[src/rtl/conv_core_if.sv]
`default_nettype none
// ============================================================================
//  Module   : conv_core_if
//  Purpose  : Control, size and memory-port bundle between the AIP wrapper
//             (master) and the convolution core (slave).
//  Revision : 1.0  initial release
// ============================================================================
interface conv_core_if #(
    parameter int DATAWIDTH = 32,
    parameter int AW_X      = 5,
    parameter int AW_Y      = 5,
    parameter int AW_Z      = 6
) ();
    logic                 en_s;
    logic                 start;
    logic [AW_X:0]        size_x;
    logic [AW_Y:0]        size_y;
    logic [AW_X-1:0]      memX_addr;
    logic [DATAWIDTH-1:0] memX_data;
    logic [AW_Y-1:0]      memY_addr;
    logic [DATAWIDTH-1:0] memY_data;
    logic [AW_Z-1:0]      memZ_addr;
    logic [DATAWIDTH-1:0] memZ_data;
    logic                 memZ_we;
    logic                 busy;
    logic                 done;

    modport master (
        output en_s, start, size_x, size_y, memX_data, memY_data,
        input  memX_addr, memY_addr, memZ_addr, memZ_data, memZ_we, busy, done
    );

    modport slave (
        input  en_s, start, size_x, size_y, memX_data, memY_data,
        output memX_addr, memY_addr, memZ_addr, memZ_data, memZ_we, busy, done
    );
endinterface
`default_nettype wire

[src/rtl/conv_core.sv]
`default_nettype none
// ============================================================================
//  Module   : conv_core
//  Purpose  : 1-D convolution engine Z[k] = sum X[i]*Y[k-i], one output per
//             SETUP/FETCH.../DRAIN/WRITE pass, reading synchronous memories.
//  Revision : 1.0  initial release
// ============================================================================
module conv_core #(
    parameter int DATAWIDTH = 32,
    parameter int AW_X      = 5,
    parameter int AW_Y      = 5,
    parameter int AW_Z      = 6
) (
    input  logic       clk,
    input  logic       rst,
    conv_core_if.slave bus
);
    localparam int c_KW = AW_Z + 1;

    typedef enum logic [2:0] {
        S_IDLE  = 3'd0,
        S_SETUP = 3'd1,
        S_FETCH = 3'd2,
        S_DRAIN = 3'd3,
        S_WRITE = 3'd4,
        S_FIN   = 3'd5
    } state_t;

    state_t               r_state;
    state_t               w_next;

    logic [AW_X:0]        r_n;
    logic [AW_Y:0]        r_m;
    logic [AW_Z-1:0]      r_k;
    logic [AW_X-1:0]      r_i;
    logic [AW_X-1:0]      r_ihi;
    logic [AW_Y-1:0]      r_j;
    logic [DATAWIDTH-1:0] r_acc;
    logic                 r_pv;
    logic                 r_en_q;
    logic [DATAWIDTH-1:0] r_skid_x;
    logic [DATAWIDTH-1:0] r_skid_y;

    logic [c_KW-1:0]      w_k_ext;
    logic [c_KW-1:0]      w_n_ext;
    logic [c_KW-1:0]      w_m_ext;
    logic [c_KW-1:0]      w_kp1;
    logic [c_KW-1:0]      w_ilo;
    logic [c_KW-1:0]      w_nm1;
    logic [c_KW-1:0]      w_ihi;
    logic [c_KW-1:0]      w_kmi;
    logic [c_KW-1:0]      w_klast;
    logic                 w_k_last;
    logic                 w_last_term;
    logic                 w_zero_size;
    logic [DATAWIDTH-1:0] w_x_op;
    logic [DATAWIDTH-1:0] w_y_op;
    logic [DATAWIDTH-1:0] w_prod;
    logic                 w_busy;
    logic                 w_done;
    logic                 w_we;
    logic                 w_unused_bits;

    // Window of contributing X indices for the current output k
    assign w_k_ext     = c_KW'(r_k);
    assign w_n_ext     = c_KW'(r_n);
    assign w_m_ext     = c_KW'(r_m);
    assign w_kp1       = w_k_ext + c_KW'(1);
    assign w_ilo       = (w_kp1 > w_m_ext) ? (w_kp1 - w_m_ext) : '0;
    assign w_nm1       = w_n_ext - c_KW'(1);
    assign w_ihi       = (w_k_ext < w_nm1) ? w_k_ext : w_nm1;
    assign w_kmi       = w_k_ext - w_ilo;
    assign w_klast     = w_n_ext + w_m_ext - c_KW'(2);
    assign w_k_last    = (w_k_ext == w_klast);
    assign w_last_term = (r_i == r_ihi);
    assign w_zero_size = (bus.size_x == '0) || (bus.size_y == '0);

    assign w_unused_bits = ^{w_ilo[c_KW-1:AW_X], w_ihi[c_KW-1:AW_X], w_kmi[c_KW-1:AW_Y]};

    // The memories keep reading through an en_s stall, so the word that was
    // valid on the first stalled cycle is held and used on resumption.
    assign w_x_op = r_en_q ? bus.memX_data : r_skid_x;
    assign w_y_op = r_en_q ? bus.memY_data : r_skid_y;
    assign w_prod = w_x_op * w_y_op;

    always_ff @(posedge clk) begin
        if (rst) begin
            r_state <= S_IDLE;
        end else if (bus.en_s) begin
            r_state <= w_next;
        end
    end

    always_comb begin
        w_next = r_state;
        w_busy = 1'b0;
        w_done = 1'b0;
        w_we   = 1'b0;
        case (r_state)
            S_IDLE: begin
                if (bus.start) begin
                    w_next = w_zero_size ? S_FIN : S_SETUP;
                end
            end
            S_SETUP: begin
                w_busy = 1'b1;
                w_next = S_FETCH;
            end
            S_FETCH: begin
                w_busy = 1'b1;
                if (w_last_term) begin
                    w_next = S_DRAIN;
                end
            end
            S_DRAIN: begin
                w_busy = 1'b1;
                w_next = S_WRITE;
            end
            S_WRITE: begin
                w_busy = 1'b1;
                w_we   = bus.en_s;
                w_next = w_k_last ? S_FIN : S_SETUP;
            end
            S_FIN: begin
                w_done = 1'b1;
                w_next = S_IDLE;
            end
            default: begin
                w_next = S_IDLE;
            end
        endcase
    end

    always_ff @(posedge clk) begin
        if (rst) begin
            r_n   <= '0;
            r_m   <= '0;
            r_k   <= '0;
            r_i   <= '0;
            r_ihi <= '0;
            r_j   <= '0;
            r_acc <= '0;
            r_pv  <= 1'b0;
        end else if (bus.en_s) begin
            case (r_state)
                S_IDLE: begin
                    if (bus.start) begin
                        r_n <= bus.size_x;
                        r_m <= bus.size_y;
                        r_k <= '0;
                    end
                end
                S_SETUP: begin
                    r_i   <= w_ilo[AW_X-1:0];
                    r_ihi <= w_ihi[AW_X-1:0];
                    r_j   <= w_kmi[AW_Y-1:0];
                    r_acc <= '0;
                end
                S_FETCH: begin
                    if (r_pv) begin
                        r_acc <= r_acc + w_prod;
                    end
                    if (!w_last_term) begin
                        r_i <= r_i + AW_X'(1);
                        r_j <= r_j - AW_Y'(1);
                    end
                end
                S_DRAIN: begin
                    if (r_pv) begin
                        r_acc <= r_acc + w_prod;
                    end
                end
                S_WRITE: begin
                    if (!w_k_last) begin
                        r_k <= r_k + AW_Z'(1);
                    end
                end
                default: begin
                end
            endcase
            r_pv <= (r_state == S_FETCH);
        end
    end

    always_ff @(posedge clk) begin
        if (rst) begin
            r_en_q   <= 1'b1;
            r_skid_x <= '0;
            r_skid_y <= '0;
        end else begin
            r_en_q <= bus.en_s;
            if (r_en_q && !bus.en_s) begin
                r_skid_x <= bus.memX_data;
                r_skid_y <= bus.memY_data;
            end
        end
    end

    assign bus.memX_addr = r_i;
    assign bus.memY_addr = r_j;
    assign bus.memZ_addr = r_k;
    assign bus.memZ_data = r_acc;
    assign bus.memZ_we   = w_we;
    assign bus.busy      = w_busy;
    assign bus.done      = w_done;

endmodule
`default_nettype wire

[src/flat_wrapper.sv]
// flat-port wrapper written by rule: the top's interface ports become plain ports
module conv_core_flat 
#(
    parameter int DATAWIDTH = 32,
    parameter int AW_X      = 5,
    parameter int AW_Y      = 5,
    parameter int AW_Z      = 6
)
  (clk, rst, bus_en_s, bus_start, bus_size_x, bus_size_y, bus_memX_data, bus_memY_data, bus_memX_addr, bus_memY_addr, bus_memZ_addr, bus_memZ_data, bus_memZ_we, bus_busy, bus_done);
  conv_core_if #(.DATAWIDTH(DATAWIDTH), .AW_X(AW_X), .AW_Y(AW_Y), .AW_Z(AW_Z)) bus_i ();
  input  logic clk;
  input  logic rst;
  input wire logic [$bits(bus_i.en_s)-1:0] bus_en_s;
  input wire logic [$bits(bus_i.start)-1:0] bus_start;
  input wire logic [$bits(bus_i.size_x)-1:0] bus_size_x;
  input wire logic [$bits(bus_i.size_y)-1:0] bus_size_y;
  input wire logic [$bits(bus_i.memX_data)-1:0] bus_memX_data;
  input wire logic [$bits(bus_i.memY_data)-1:0] bus_memY_data;
  output wire logic [$bits(bus_i.memX_addr)-1:0] bus_memX_addr;
  output wire logic [$bits(bus_i.memY_addr)-1:0] bus_memY_addr;
  output wire logic [$bits(bus_i.memZ_addr)-1:0] bus_memZ_addr;
  output wire logic [$bits(bus_i.memZ_data)-1:0] bus_memZ_data;
  output wire logic [$bits(bus_i.memZ_we)-1:0] bus_memZ_we;
  output wire logic [$bits(bus_i.busy)-1:0] bus_busy;
  output wire logic [$bits(bus_i.done)-1:0] bus_done;
  assign bus_i.en_s = bus_en_s;
  assign bus_i.start = bus_start;
  assign bus_i.size_x = bus_size_x;
  assign bus_i.size_y = bus_size_y;
  assign bus_i.memX_data = bus_memX_data;
  assign bus_i.memY_data = bus_memY_data;
  assign bus_memX_addr = bus_i.memX_addr;
  assign bus_memY_addr = bus_i.memY_addr;
  assign bus_memZ_addr = bus_i.memZ_addr;
  assign bus_memZ_data = bus_i.memZ_data;
  assign bus_memZ_we = bus_i.memZ_we;
  assign bus_busy = bus_i.busy;
  assign bus_done = bus_i.done;
  conv_core #(.DATAWIDTH(DATAWIDTH), .AW_X(AW_X), .AW_Y(AW_Y), .AW_Z(AW_Z)) u_core (.clk(clk), .rst(rst), .bus(bus_i));
endmodule
[config.mk]
export PLATFORM = sky130hd
export DESIGN_NAME = conv_core_flat
export DESIGN_NICKNAME = d
export VERILOG_FILES = /design/src/rtl/conv_core_if.sv /design/src/rtl/conv_core.sv /design/src/flat_wrapper.sv
export SDC_FILE = /design/constraint.sdc
export NUM_CORES = 2
export LEC_CHECK = 0
export ABC_AREA = 1
export CELL_PAD_IN_SITES_DETAIL_PLACEMENT = 1
export CELL_PAD_IN_SITES_GLOBAL_PLACEMENT = 2
export CORE_UTILIZATION = 40
export CTS_CLUSTER_SIZE = 10
export DETAILED_ROUTE_END_ITERATION = 7
export GPL_ROUTABILITY_DRIVEN = 1
export GPL_TIMING_DRIVEN = 0
export PLACE_DENSITY_LB_ADDON = 0.1
export SLEW_MARGIN = 20
export SYNTH_ARGS = -nofsm -noshare
export SYNTH_HDL_FRONTEND = slang
export SYNTH_SLANG_ARGS = --single-unit
[constraint.sdc]
create_clock -name clk -period 12.55 [get_ports clk]
set_clock_uncertainty 0.1 [all_clocks]
set_input_delay 1.255 -clock clk [delete_from_list [all_inputs] [get_ports clk]]
set_output_delay 1.255 -clock clk [all_outputs]
set_load 0.01 [all_outputs]
==> reports/qor.yml <==
fmax_mhz: 96.5
r2r_slack_ns: 2.46
layout-drive-gt1-share_pct: 3.86
ys_ff_latch: 134
async_reset_ff_share_pct: 0
critPathSlowestCell: "clkbuf_1"
syn_inst: 3132
slew_violations: 0
io_buffer_count: 129
min_path_type: "register to register"
grt_max_degree: 17
fin_area_um2: 26700
max_stage_delay_ns: 0.74
cp_max_fo: 10
place_hpwl_mm: 77.6
areaGrowthSynthToFinish_pct: 11.9
grt_first_pass_wirelength_mm: 138
clock_path_buffers: 2
wl_per_cell_um: 22.4
nNetsFinal: 3955
drt-total-wl_mm: 91.0
rsz0062_at_grt: "no"
post_drt_via_cell_ratio: 5.18
clk_pin_slew_ns: 0.07
drt-initial-drc-count: 1106
gp_congestion: 0.925
start_util_pct: 40.5
utilization_pct: 45.3
postSynthAreaPerCell_um2: 7.62
synth-seq-area-share_pct: 11.2
relSlewSlack_pct: 24.4
critPathLaunchType: "primary input"
cts_sinks: 134
htreeDepth: 4
netlist-cell-type-count: 51
syn_area_um2: 23900
cts_buffers: 17
post-cts-setup-buffers: 0
run_status: "finished clean"
synth_top_flop_cell: "dfxtp_1"
cts_tree: "done"
vias: 21100
setup_tns_ns: 0
tightestPinTransition_ns: 1.13
row_count: 89
postCtsResizedCells: 0
grt_pass1_vias: 23100
dr.pass1.iters: 7
grtUsageTotal_pct: 31.0
cap_violations: 0
die_y_um: 246
clock-root-buffer: "clkbuf_16"
dieArea_um2: 60700
clk_latency_ns: 0.47
min_period_ns: 10.36
endpoint_kind: "register"
worstPathRequired_ns: 12.76
yosysWarningCount: 0
antenna_found_initial: 0
synth_edf_count: 0
final_critical_path_setup_slack_ns: 2.19
hold_viol_final: 0
coreArea_um2: 59000
place_area_um2: 26100
die_w_um: 246
grt_overflow: 0
setup_viol: 0
cts_hold_buf: 0
place_ws_ns: 1.86
diodes: 0
drcViolationCount: 0
critical_path_arrival_ns: 10.57
path_class: "primary input to register"
syn_nets: 3807
ant_nets: 0
fin_crit_sh_pct: 82.6
io_pins: 131
[area by class of cell]
class / count / area [um2]
inverter: 728 / 2730
timing repair buffer: 129 / 1290
fill: 7360 / 32300
buffer: 108 / 527
clock buffer: 19 / 453
tap: 773 / 967
multi-input combinational: 2162 / 17900
clock inverter: 13 / 138
sequential: 134 / 2680
[metrics by stage]
step                      hold slack (ns)  cells
after floorplan                     0.324   3132
after global placement              0.334   4034
after detailed placement            0.352   4034
after CTS                           0.355   4066
after global routing                0.375   4066
final                               0.356   4066
[registers in the layout (all words and copies together) (netlist names), 3 cells and up]
signal and cells:
u_core.r_n 6, u_core.r_skid_y 32, u_core.bus.memZ_data 32, u_core.r_state 3, u_core.bus.memZ_addr 6, u_core.r_ihi 5
u_core.r_skid_x 32, u_core.bus.memX_addr 5, u_core.r_m 6, u_core.bus.memY_addr 5
[Yosys cell counts (3+ instances only)]
library cell | instances | share of area (%)
buf_8 | 3 | 0.19
or2_2 | 11 | 0.29
inv_1 | 700 | 11
nor2_1 | 379 | 6.0
nand2_1 | 603 | 9.5
nand3_1 | 71 | 1.5
a21o_1 | 4 | 0.13
xor2_1 | 38 | 1.4
o21ai_2 | 21 | 0.77
nand4_1 | 9 | 0.24
nor3_1 | 10 | 0.21
nor4_1 | 6 | 0.16
fa_1 | 441 | 37
buf_6 | 6 | 0.28
buf_4 | 6 | 0.19
a21oi_1 | 187 | 3.9
clkinv_1 | 16 | 0.25
dfxtp_1 | 134 | 11
buf_1 | 3 | 0.047
a31oi_1 | 3 | 0.079
o21a_1 | 7 | 0.22
xnor2_1 | 16 | 0.59
a211oi_1 | 13 | 0.41
buf_2 | 3 | 0.063
o21ai_4 | 7 | 0.48
nand3b_1 | 4 | 0.13
nand2_2 | 20 | 0.52
inv_2 | 12 | 0.19
o21ai_0 | 119 | 2.5
o21bai_1 | 3 | 0.094
o21ai_1 | 14 | 0.29
ha_1 | 154 | 8.1
clkbuf_1 | 86 | 1.4
[logic make-up (layout without fill, tap and decap cells)]
| group | count (synthesis) | count (layout) | synth area share [%] |
|---|---|---|---|
| AND/OR/NAND/NOR | 1121 | 1121 | 18.7 |
| buffers and inverters | 836 | 997 | 13.6 |
| adder cells (fa/ha/maj) | 595 | 595 | 45.0 |
| AO/OA/AOI/OAI | 391 | 391 | 9.33 |
| flip-flops | 134 | 134 | 11.2 |
| XOR/XNOR | 54 | 54 | 1.98 |
| multiplexers | 1 | 1 | 0.0419 |
[worst max-delay path: cells and delay by family]
kind | cells | cell delay, ns
AOI/OAI and AO/OA | 6 | 0.93
adders and majority gates | 9 | 3.96
buffers and inverters | 12 | 2.94
and+or+nand+nor | 6 | 1.44
[final timing paths]
check | from | end | cells past startpoint
worst max register to register | u_core.r_en_q | u_core.bus.memZ_data[28] | 34
worst min-delay path | u_core.r_skid_x[5] | u_core.r_skid_x[5] | 2
worst max-delay path | bus_memX_data[5] | u_core.bus.memZ_data[28] | 33
worst min register to register | u_core.r_skid_x[5] | u_core.r_skid_x[5] | 2
[per-layer routing]
layer / share of wire [%] / GRT usage (%) / vias to the layer above
li1: - / - / 9608
met1: 43 / 39.9 / 10700
met2: 47 / 51.5 / 586
met3: 4.8 / 4.27 / 151
met4: 4.8 / 13.8 / 0
met5: 0 / 0 / -
[layout by cell type, fill, tap and decap left out, drive strengths merged, types with 7 or more instances in the layout]
cell and n:
clkdlybuf4s50 129, xnor2 16, dfxtp 134, xor2 38
nor2 380, a21oi 187, clkbuf 105, nand3 72
fa 441, o21a 7, nor3 11, or2 15
buf 22, nand2 624, o21ai 161, nand4 9
a211oi 13, clkinv 20, inv 718, ha 154
Power is left out: the tool's default activity adds up to more than one toggle a clock period on the data nets, which glitch-free logic cannot reach.
